## config.mk

```make
export PLATFORM = sky130hd
export DESIGN_NAME = sync_fifo
export DESIGN_NICKNAME = d
export VERILOG_FILES = /design/src/rtl/cordic_sqrt_checker_fifo.sv
export SDC_FILE = /design/constraint.sdc
export NUM_CORES = 2
export LEC_CHECK = 0
export CORE_MARGIN = 3
export CORE_UTILIZATION = 30
export DETAILED_ROUTE_END_ITERATION = 8
export SLEW_MARGIN = 10
export SYNTH_ARGS = -nofsm -noshare
export SYNTH_HDL_FRONTEND = slang
export SYNTH_SLANG_ARGS = --single-unit
```

## constraint.sdc

```tcl
create_clock -name clk -period 4.71 [get_ports clk]
set_input_delay 0.471 -clock clk [delete_from_list [all_inputs] [get_ports clk]]
set_output_delay 0.471 -clock clk [all_outputs]
set_load 0.01 [all_outputs]
```

## src/rtl/cordic_sqrt_checker_fifo.sv

```systemverilog
// rtl/cordic_sqrt_checker_fifo.sv - single-clock first-word-fall-through FIFO of issued x values
module sync_fifo #(
  parameter int WIDTH = 32,
  parameter int DEPTH = 64
) (
  input  logic             clk,
  input  logic             rst,
  input  logic             push,
  input  logic             pop,
  input  logic [WIDTH-1:0] din,
  output logic [WIDTH-1:0] dout,
  output logic             full,
  output logic             empty
);

  localparam int AW = $clog2(DEPTH);
  localparam int CW = AW + 1;

  logic [WIDTH-1:0] mem [DEPTH];
  logic [AW-1:0]    wr_ptr;
  logic [AW-1:0]    rd_ptr;
  logic [CW-1:0]    count;
  logic             do_push;
  logic             do_pop;

  assign full    = (count == CW'(DEPTH));
  assign empty   = (count == '0);
  assign do_push = push && !full;
  assign do_pop  = pop && !empty;
  assign dout    = mem[rd_ptr];

  // storage array, written only on an accepted push
  always_ff @(posedge clk) begin
    if (do_push) mem[wr_ptr] <= din;
  end

  // pointers wrap naturally because DEPTH is a power of two
  always_ff @(posedge clk or posedge rst) begin
    if (rst) begin
      wr_ptr <= '0;
      rd_ptr <= '0;
      count  <= '0;
    end else begin
      if (do_push) wr_ptr <= wr_ptr + AW'(1);
      if (do_pop)  rd_ptr <= rd_ptr + AW'(1);
      case ({do_push, do_pop})
        2'b10:   count <= count + CW'(1);
        2'b01:   count <= count - CW'(1);
        default: count <= count;
      endcase
    end
  end

endmodule

```

[After elaboration in Yosys (flattened, before gate mapping)]
Memory sizes are Yosys's and may differ from the RTL's.
Index checks and enable logic that the tools add are counted.
Cells by class
  mux-type cells: 3
  reduce and logical (&&, ||, !) cells: 6
  equality and inequality tests: 3
  add/sub/neg operators: 4
Operators by type and width (count)
  7-bit one-hot mux with 2 select lines: 1
  6-bit by 1-bit adder with 6-bit output, second input constant: 2
  7-bit by 1-bit adder with 7-bit output, second input constant: 1
  7-bit equality test, second input constant: 1
  7-bit zero test: 1
  7-bit by 1-bit subtractor with 7-bit output, second input constant: 1
  2-bit by 1-bit equality test with 1-bit output, second input constant: 1
  2-bit equality test, second input constant: 1
  1-bit logical AND: 2
  1-bit zero test: 2
  1-bit two-way mux: 2
  2-bit nonzero test: 1
Storage, ports and cells
  memories: 1
  memory bits (writable): 2048
  register bits: 19
  input port bits: 36
Memory list
  mem: depth 64, bits a word 32, read ports 1, clocked after memory_dff 0, wr ports 1, RTL line 19  | logic [WIDTH-1:0] mem [DEPTH];

[Depth between registers and ports, before layout]
  depth in word-level cells: 5
  depth in mapped cells: 14

[Worst setup path before layout]
No wires, ideal clock.
  kind: register to register
  from: reg count[4]
  to: reg count[6]
  clock period less this slack: 3050 ps
  setup time: 79 ps
  cell stages (with the launch flop): 14
  data arrival time: 2971 ps
  slack: 1660 ps
  path through: dfrtp_1 nor4_1 nand2_1 nor2_1 nor2b_1 clkbuf_1 ha_1 ha_1 nor2b_1 o21ai_0 a21boi_0 or4_1 nand3_1 xor2_1
Between the ends
  word-level cells in the longest chain between the ends: 5
  elaborated cells on any way between the ends: 12
Ends and longest elaborated chain
  from (decl): RTL line 22  | logic [CW-1:0] count;
  from (signal assigned): RTL line 47  | 2'b10: count <= count + CW'(1);
  from (signal assigned): RTL line 48  | 2'b01: count <= count - CW'(1);
  from (signal assigned): RTL line 49  | default: count <= count;
  7-bit zero test *: RTL line 27  | assign empty = (count == '0);
  net empty: RTL line 13  | output logic empty
  1-bit zero test *: RTL line 29  | assign do_pop = pop && !empty;
  1-bit logical AND *: RTL line 29
  net do_pop: RTL line 24  | logic do_pop;
  2-bit by 1-bit equality test with 1-bit output or 2-bit equality test (tied branches): RTL line 46  | case ({do_push, do_pop})
  7-bit one-hot mux with 2 select lines or 2-bit nonzero test (tied branches)
The timed path passes the listed nets; every way through them passes the cells marked *.
A chain may end at the register's enable or synchronous reset.

[Worst setup path in the final report]
  from: reg rd_ptr[0]
  to: out dout[1]
Between the ends
  word-level cells in the longest chain between the ends: 1
Ends and longest elaborated chain
  from (decl): RTL line 21  | logic [AW-1:0] rd_ptr;
  from (signal assigned): RTL line 45  | if (do_pop) rd_ptr <= rd_ptr + AW'(1);
  memory 64 x 32 bit
  to (decl): RTL line 11  | output logic [WIDTH-1:0] dout,
No other way between the ends.

==> qor.yml <==
status: "complete, no violations"
fin_cells: 7355
nets: 3741
critical_path_class: "flip-flop to output port"
power_frac_clock_pct: 28.8
swShare_pct: 30.4
power_density_nw_per_um2: 583
async_flop_share_pct: 0.919
grt_pass1_wl_um: 290000
antenna_found_initial: 23
globalRouteTotalUtil_pct: 14.8
final_core_util_pct: 35.4
cp_num_buf_inv: 4
route.final.wire_length_um: 203000
ant_nets: 0
slew_violations: 0
drc: 0
cp-end-kind: "output port"
clk-insertion-delay-late_ns: 0.83
setup_viol: 0
fin_crit_sh_pct: 98.9
ff_latch_area_sq_um: 62000
cts_root_buffer: "clkbuf_16"
via_per_inst: 5.06
grt_pass1_vias: 38000
die_w_um: 520
finalHoldViolations: 0
multi_input_area_sq_um: 16700
slowest_stage: "o21ai_0"
fp.dieArea_sq_um: 270000
path_clk_slew_ns: 0.06
wl_met1_um: 81100
dp_hpwl_um: 115000
worstPathCellList: "buf_4 > buf_12 > buf_12 > mux4_2 > mux2i_1 > o21ai_0 > o21ai_0 > o21ai_1 > clkdlybuf4s50_1"
synth.area.top_cells: "edfxtp_1 (78%), mux4_2 (16%), mux2i_1 (1.2%)"
first_iter_violations: 4094
postCtsHoldBufs: 0
htreeDepth: 4
wl_met3_um: 12600
rows: 187
avgSynthCellArea_sq_um: 23.4
synth_top_cells_by_count: "edfxtp_1 (2048), mux4_2 (546), nor2_1 (97), mux2i_1 (94), clkbuf_1 (62)"
gp_congestion: 0.766
p_leak_nw: 28.4
vdd_drop_max_uv: 394
arrival_ns: 4.19
clockBufferDepth: 3
path_max_fanout: 29
internal-power_mw: 37.5
fin_crit_ns: 4.66
initial_core_util_pct: 30.3
maxSlewHeadroom_pct: 18.5
core_sq_um: 261000
syn_area_sq_um: 79100
finalSetupTns_ns: 0
synth_largest_area_cell: "edfxtp_1"
dpl.cell_count: 6980
fin_skew_ns: 0.0486
cts_tree: "yes"
cp_slowest_stage_delay_ns: 0.67
grt_start_max_net_pins: 65
worstMarginPinSlew_ns: 1.22
synthCells: 3377
rsz0062_at_grt: "yes"
power.switching_mw: 16.4
ys_ff_latch: 2067
cap_violations: 0
drive_above_1_share_pct: 30.8
vias: 37200
fill_cells: 23800
syn2layout_area_growth_pct: 16.7
holdWs_ns: 0.0907
power_frac_seq_pct: 39.6
avgRoutedWirePerCell_um: 27.6
synth_edf_count: 2048
power_frac_comb_pct: 31.7
route.met2.wl_um: 105000
hold_path.class: "input pin to flip-flop"
pin_count: 70
highest-signal-layer: "met5"
synth_most_common_cell: "edfxtp_1"
synth.top_cell.area_share_pct: 77.7
dr.pass1.iters: 7
portBuffers: 69
syn_nets: 3422
cp-start-kind: "flip-flop"
ys.flop_type: "edfxtp_1"
power_mw: 53.8
yosys_warnings: 0
die_h_um: 520
netlist-cell-type-count: 50
ys_seq_area_share_pct: 78.3
clock-sinks: 2067
grt-ovfl-total: 0
cp_top_family: "compound AO/OA/AOI/OAI gates"
fmax_ghz: 0.215
numCtsBuffers: 194
cp.required_ns: 4.24
## final cells by class
| class | instances | area share [%] |
|---|---|---|
| diodes | 7 | 0.0190 |
| clock buffers | 231 | 5.52 |
| clock inverters | 121 | 1.23 |
| inverters | 10 | 0.0407 |
| multi-input cells | 1118 | 18.1 |
| flip-flops and latches | 2067 | 67.2 |
| well taps | 3496 | 4.74 |
| repair buffers | 305 | 3.22 |
## sequential cells by signal (all words and copies together), names as in the netlist
| name | cells |
|---|---|
| mem | 2048 |
| rd_ptr | 6 |
| wr_ptr | 6 |
| count | 7 |
## metal layers
layer / vias to the layer above / track usage (%)
li1: 15100 / -
met1: 20500 / 19.2
met2: 1328 / 25.9
met3: 283 / 2.64
met4: 18 / 3.35
met5: - / 0
## power groups by stage
stage	logic, mW	registers (mW)	clock network, mW
floorplan	10.2	21.5	0
global placement	16.6	21.8	0
detailed placement	16.7	21.9	0
CTS	17.2	21.3	15.8
global route	18.0	21.3	16.5
finish	17.1	21.3	15.5
## path summary, 6_finish.rpt
check / startpoint / endpoint / slack (ns) / cells past startpoint
max reg2reg: count[4] / count[6] / 1.33 / 12
min in group asynchronous: rst / count[3] / 0.13 / 2
min: din[6] / mem[20][6] / 0.09 / 1
min reg2reg: count[6] / count[6] / 0.51 / 1
max in group asynchronous: rst / rd_ptr[3] / 3.88 / 2
max: rd_ptr[0] / dout[1] / 0.05 / 9
## worst reg2reg max path, delay by kind of cell, from the launching register on
family | cells | cell delay (ns)
fa+ha+maj | 2 | 0.70
xor+xnor | 1 | 0.16
compound gates | 2 | 0.40
flops | 1 | 0.40
buf+inv | 1 | 0.13
simple gates | 6 | 1.51
## metrics by stage
step / setup slack (ns) / instance area, sq um
finish: 0.0536 / 92300
global route: -0.00338 / 92300
CTS: 0.00853 / 92100
detailed placement: 0.486 / 85700
global placement: 0.454 / 85700
floorplan: 1.66 / 79100
## layout by cell type (no fill, tap or decap), drive strengths merged, types with 22 or more instances in the layout
| cell type | synthesis | routed |
|---|---|---|
| a21oi | 49 | 49 |
| a221oi | 23 | 23 |
| buf | 120 | 267 |
| clkbuf | 62 | 233 |
| clkdlybuf4s50 | 0 | 35 |
| clkinv | 0 | 88 |
| edfxtp | 2048 | 2048 |
| inv | 10 | 22 |
| mux2i | 94 | 94 |
| mux4 | 546 | 546 |
| nand2 | 39 | 39 |
| nor2 | 97 | 97 |
| o21ai | 60 | 60 |
## logic make-up after synthesis
family / count (synthesis) / synth area share, %
AND/OR/NAND/NOR: 192 / 1.08
AO/OA/AOI/OAI: 250 / 2.10
buffers and inverters: 192 / 1.28
adder cells (fa/ha/maj): 9 / 0.152
flip-flops: 2067 / 78.3
XOR/XNOR: 14 / 0.155
multiplexers: 653 / 16.9
## repair_timing
action,in CTS,in global routing
setup buffers,9,4
setup endpoints to repair,31,11
resized for setup,12,8
cloned,0,2
pin swaps,0,0
Note: power is estimated with default switching activity, not from simulation.
